## src/rtl/muldiv_seq.sv

```systemverilog
// Iterative RV32M multiply/divide unit. Shift-add multiply or restoring divide takes
// one bit per cycle. Divide-by-zero and signed overflow skip the iterations.
module muldiv_seq #(
  parameter int XLEN = 32
) (
  input  logic            clk,
  input  logic            rst_n,
  input  logic            req_valid,
  output logic            req_ready,
  input  logic [2:0]      func3,
  input  logic [XLEN-1:0] rs1,
  input  logic [XLEN-1:0] rs2,
  input  logic            flush,
  output logic            resp_valid,
  input  logic            resp_ready,
  output logic [XLEN-1:0] result,
  output logic            busy
);
  localparam int CW = $clog2(XLEN+1);

  typedef enum logic [1:0] {IDLE, CALC, FIX, DONE} state_t;
  state_t state, state_nxt;

  logic [2:0]        op;
  logic [XLEN-1:0]   a_abs, b_abs;
  logic              neg;
  logic [CW-1:0]     cnt;
  // Multiply: {high, low} product. Divide: {remainder, quotient}.
  logic [2*XLEN-1:0] acc;

  logic            is_div, a_sgn, b_sgn, a_neg, b_neg;
  logic            div_zero, ovf, fast, accept;
  logic [XLEN-1:0] fast_res, a_in, b_in;

  assign is_div   = func3[2];
  assign a_sgn    = is_div ? !func3[0] : (func3[1:0] != 2'b11);
  assign b_sgn    = is_div ? !func3[0] : !func3[1];
  assign a_neg    = a_sgn & rs1[XLEN-1];
  assign b_neg    = b_sgn & rs2[XLEN-1];
  assign a_in     = a_neg ? -rs1 : rs1;
  assign b_in     = b_neg ? -rs2 : rs2;
  assign div_zero = is_div && (rs2 == '0);
  assign ovf      = is_div && !func3[0] && (rs1 == {1'b1, {(XLEN-1){1'b0}}}) && (rs2 == '1);
  assign fast     = div_zero || ovf;
  assign fast_res = div_zero ? (func3[1] ? rs1 : '1) : (func3[1] ? '0 : rs1);
  assign accept   = (state == IDLE) && req_valid && !flush;

  logic [XLEN:0]     mul_sum, div_sh, div_diff;
  logic [2*XLEN-1:0] mul_nxt, div_nxt, mul_full;
  logic [XLEN-1:0]   quot_fix, rem_fix, fix_res;

  assign mul_sum  = {1'b0, acc[2*XLEN-1:XLEN]} + (acc[0] ? {1'b0, a_abs} : {(XLEN+1){1'b0}});
  assign mul_nxt  = {mul_sum, acc[XLEN-1:1]};
  assign div_sh   = {acc[2*XLEN-1:XLEN], acc[XLEN-1]};
  assign div_diff = div_sh - {1'b0, b_abs};
  assign div_nxt  = div_diff[XLEN] ? {div_sh[XLEN-1:0], acc[XLEN-2:0], 1'b0}
                                   : {div_diff[XLEN-1:0], acc[XLEN-2:0], 1'b1};

  assign mul_full = neg ? -acc : acc;
  assign quot_fix = neg ? -acc[XLEN-1:0] : acc[XLEN-1:0];
  assign rem_fix  = neg ? -acc[2*XLEN-1:XLEN] : acc[2*XLEN-1:XLEN];
  assign fix_res  = op[2] ? (op[1] ? rem_fix : quot_fix)
                          : ((op[1:0] == 2'b00) ? mul_full[XLEN-1:0] : mul_full[2*XLEN-1:XLEN]);

  always_comb begin
    state_nxt = state;
    case (state)
      IDLE: if (accept) state_nxt = fast ? DONE : CALC;
      CALC: if (cnt == CW'(1)) state_nxt = FIX;
      FIX:  state_nxt = DONE;
      DONE: if (resp_ready) state_nxt = IDLE;
      default: state_nxt = IDLE;
    endcase
    if (flush) state_nxt = IDLE;
  end

  assign req_ready  = (state == IDLE);
  assign resp_valid = (state == DONE);
  assign busy       = (state != IDLE);

  always_ff @(posedge clk) begin
    if (!rst_n) begin
      state  <= IDLE;
      op     <= '0;
      a_abs  <= '0;
      b_abs  <= '0;
      neg    <= 1'b0;
      cnt    <= '0;
      acc    <= '0;
      result <= '0;
    end else begin
      state <= state_nxt;
      case (state)
        IDLE: if (accept) begin
          op    <= func3;
          a_abs <= a_in;
          b_abs <= b_in;
          // REM follows the dividend; everything else is the xor of operand signs.
          neg   <= (is_div && func3[1]) ? a_neg : (a_neg ^ b_neg);
          cnt   <= CW'(XLEN);
          acc   <= {{XLEN{1'b0}}, (is_div ? a_in : b_in)};
          if (fast) result <= fast_res;
        end
        CALC: begin
          acc <= op[2] ? div_nxt : mul_nxt;
          cnt <= cnt - CW'(1);
        end
        FIX: result <= fix_res;
        default: ;
      endcase
    end
  end
endmodule

```

## config.mk

```make
export PLATFORM = sky130hd
export DESIGN_NAME = muldiv_seq
export DESIGN_NICKNAME = d
export VERILOG_FILES = /design/src/rtl/muldiv_seq.sv
export SDC_FILE = /design/constraint.sdc
export NUM_CORES = 1
export LEC_CHECK = 0
export CORE_ASPECT_RATIO = 1.1
export CORE_MARGIN = 5
export CORE_UTILIZATION = 54
export CTS_CLUSTER_SIZE = 25
export DETAILED_ROUTE_END_ITERATION = 10
export PLACE_DENSITY = 0.84
export SYNTH_ARGS = -nofsm -noshare
export SYNTH_HDL_FRONTEND = slang
export SYNTH_SLANG_ARGS = --single-unit
```

## constraint.sdc

```tcl
create_clock -name clk -period 7.39 [get_ports clk]
set_clock_uncertainty 0.2 [all_clocks]
set_input_delay 0.739 -clock clk [delete_from_list [all_inputs] [get_ports clk]]
set_output_delay 0.739 -clock clk [all_outputs]
set_load 0.03 [all_outputs]
```

==> summary.md <==
| Metric | Value |
|---|---|
| Antenna Diode Count | 0 |
| #FFs+latches synth | 172 |
| Syn Inst Count | 2183 |
| Main synth FF type | dfxtp_1 |
| Die Wd | 173 um |
| GPL Wtd Cong | 1.15 |
| Deepest clock path buffer count | 2 |
| Reg2reg end | acc[38]$_SDFFE_PN0P_ |
| Max Fclk | 0.218 GHz |
| Worst Path Arrival | 4.69 ns |
| # setup viols final | 0 |
| CP Capture Type | register |
| Fill count | 2591 |
| FF+latch area | 3450 sq um |
| # rows | 65 |
| H-tree Lvls | 4 |
| DRC violations left | 0 |
| CTS tree | yes |
| Vias in the first global route | 16.4k |
| Crit path time final | 4.59 ns |
| Power, Total | 2640 uW |
| Status | completed |
| Hold endpoint | a_abs[31]$_SDFFE_PN0P_ |
| Hold buffers post-CTS | 0 |
| Global Route Usage Sum | 36.2% |
| Share of the synthesized area in the top cell type | 21.7% |
| DR vias/cell | 7.00 |
| DRT Wirelength | 62300 um |
| Post-DP HPWL | 47500 um |
| Worst Tran Pin Value | 0.993 ns |
| Die area | 32900 sq um |
| Clock sinks | 172 |
| Hold path depth | 2 |
| FFs w/ async S/R, synth | 0% |
| Clock Latency Late Sink | 0.45 ns |
| Post-synthesis cell type count | 82 |
| EDFF count, synth | 0 |
| Placement Cell Area | 16900 sq um |
| Pwr dens | 151 nW/um^2 |
| Commonest non-fill, non-tap cell in the layout | nor2_1 |
| Worst min-delay path startpoint | a_abs[31]$_SDFFE_PN0P_ |
| Initial DRT Pass Iterations | 9 |
| Routed WL per cell | 24.5 um |
| Pre-CTS setup slack | 2.59 ns |
| Port bufs | 106 |
| Global route total overflow | 0 |
| CP startpoint kind | register |
| Max-slew headroom | 33.7% |
| Post-CTS setup buffers | 0 |
| Hold WC Path Type | register to register |
| R2r setup slk | 2.80 ns |
| Post-cts resize count | 0 |
| Share of cells above drive strength 1 | 5.51% |
| Mapped cell area | 15800 sq um |
| Multi-input gate area | 11500 sq um |
| Initial Util | 55.0% |
| Most frequent cells in the layout | 245 x nor2_1, 199 x a21oi_1, 170 x dfxtp_1 |
| Clk slew on worst S/H paths | 0.07 ns |
| Max-slew violations | 0 |
| Area contributors post-synth | dfxtp_1 22%, a21oi_1 6.3%, ha_1 5.9% |
| Worst setup margin | 2.80 ns |
| Largest net degree at the start of global routing | 89 |
| RSZ-0062 raised after global routing | no |
| Clock root buffer | clkbuf_16 |
| Setup TNS | 0 ns |
| FF-to-FF path depth | 12 |
| First-pass GRT wire length | 94500 um |
| Post-synth top area cell | dfxtp_1 |
| Vias | 17.8k |
| P&R area growth vs syn | 10.6% |
| Syn nets | 2332 |
| Max-cap violation count | 0 |
| Final Hold Fails | 0 |
| Finished Layout Cells | 2547 |
| Static Leakage | 0.00661 uW |
| RR Startpoint | acc[32]$_SDFFE_PN0P_ |
| Initial antenna violation count | 1 |
| Peak supply drop | 0.172 mV |
| Final ANT Viol Nets | 0 |
| Syn. warnings | 0 |
| CTS Buf Count | 17 |
| Post-synthesis sequential area ratio | 21.7% |
| # IOs | 107 |
| Placed cell count | 2517 |
| Height of the chip | 190 um |
| Area of the core | 28800 sq um |
| Worst Path Required | 7.48 ns |
| Syn Area/Cell | 7.26 sq um |
| Fin crit share | 62.2% |
| Nets@finish | 2317 |
| Crit Path Category | register to register |
| Final Cell Area | 17500 sq um |
| Crit path max fanout | 16 |
| Detailed Route Iter0 Violations | 2867 |
## report_power, final
part	internal [uW]	switching [uW]	total, uW
combinational	238	442	681
clock	505	432	937
sequential	969	53.0	1020
total	1710	927	2640
## per-stage QoR
stage | utilization (%) | hold slack [ns]
floorplan | - | 0.232
global placement | 58.8 | 0.243
detailed placement | 58.8 | 0.249
CTS | 60.9 | 0.258
global route | 60.9 | 0.273
finish | 60.9 | 0.259
## sequential cells by signal, indices dropped and copies added, names as in the netlist
register and count:
b_abs 32, result 32, state 2, a_abs 32, neg 1, acc 64
cnt 6, op 3
## cell type report
cell class	instances	area share, %
repair buffers	134	7.23
clock buffers	17	2.43
clock inverters	13	0.921
multi-input cells	1767	65.5
flip-flops and latches	172	19.7
inverters	76	1.64
well taps	368	2.63
## cell usage after synthesis, drive strengths merged, types with 12 or more instances
cell type,number
a22oi,25
buf,21
a21oi,200
o221ai,12
nor4,21
a21o,24
o21ai,170
or3,21
nand4,21
nand2,168
xnor2,102
nand3,40
mux2,23
ha,75
nand2b,13
o21bai,13
o41ai,19
inv,75
clkbuf,147
xor2,81
a31oi,21
o31ai,33
o211ai,24
nor3,58
nor2,248
or4,23
dfxtp,172
a211oi,99
maj3,28
and2,38
mux2i,38
## worst max path at each step
stage                              start                 endpoint  slack [ns]  depth (start not counted)
floorplan            acc[0]$_SDFFE_PN0P_     acc[59]$_SDFFE_PN0P_        3.54                         16
detailed placement                rs2[9]  result[14]$_SDFFE_PN0P_        2.59                         12
CTS                  acc[0]$_SDFFE_PN0P_     acc[59]$_SDFFE_PN0P_        2.92                         15
global placement                  rs2[9]  result[31]$_SDFFE_PN0P_        2.68                         12
global route         acc[0]$_SDFFE_PN0P_     acc[59]$_SDFFE_PN0P_        2.56                         15
finish              acc[32]$_SDFFE_PN0P_     acc[38]$_SDFFE_PN0P_        2.80                         12
## routing by layer
layer	track usage, %	share of wire, %	up-vias
li1	-	-	7922
met1	45.0	36	8203
met2	55.6	42	1361
met3	8.98	13	331
met4	24.0	8.7	2
met5	0	0.016	-
## logic make-up after synthesis
| family | Yosys count | share of synthesized area, % |
|---|---|---|
| muxes | 62 | 4.18 |
| xor gates and xnor gates | 183 | 10.1 |
| and+or+nand+nor | 697 | 21.0 |
| buffers and inverters | 244 | 5.95 |
| adders and majority gates | 105 | 7.95 |
| AOI/OAI and AO/OA | 720 | 29.1 |
| DFF | 172 | 21.7 |
## critical path: stages (launching register included)
cell and delay, ns:
dfxtp_1 0.52, inv_1 0.17, fa_1 0.45, nand2b_1 0.21
a21oi_1 0.25, nor4_1 0.13, o21ai_0 0.37, nand3_1 0.21
a211o_1 0.35, a21o_1 0.41, nand2_1 0.76, mux2i_1 0.29
o21ai_0 0.11
Power figures use the tool's default switching activity.
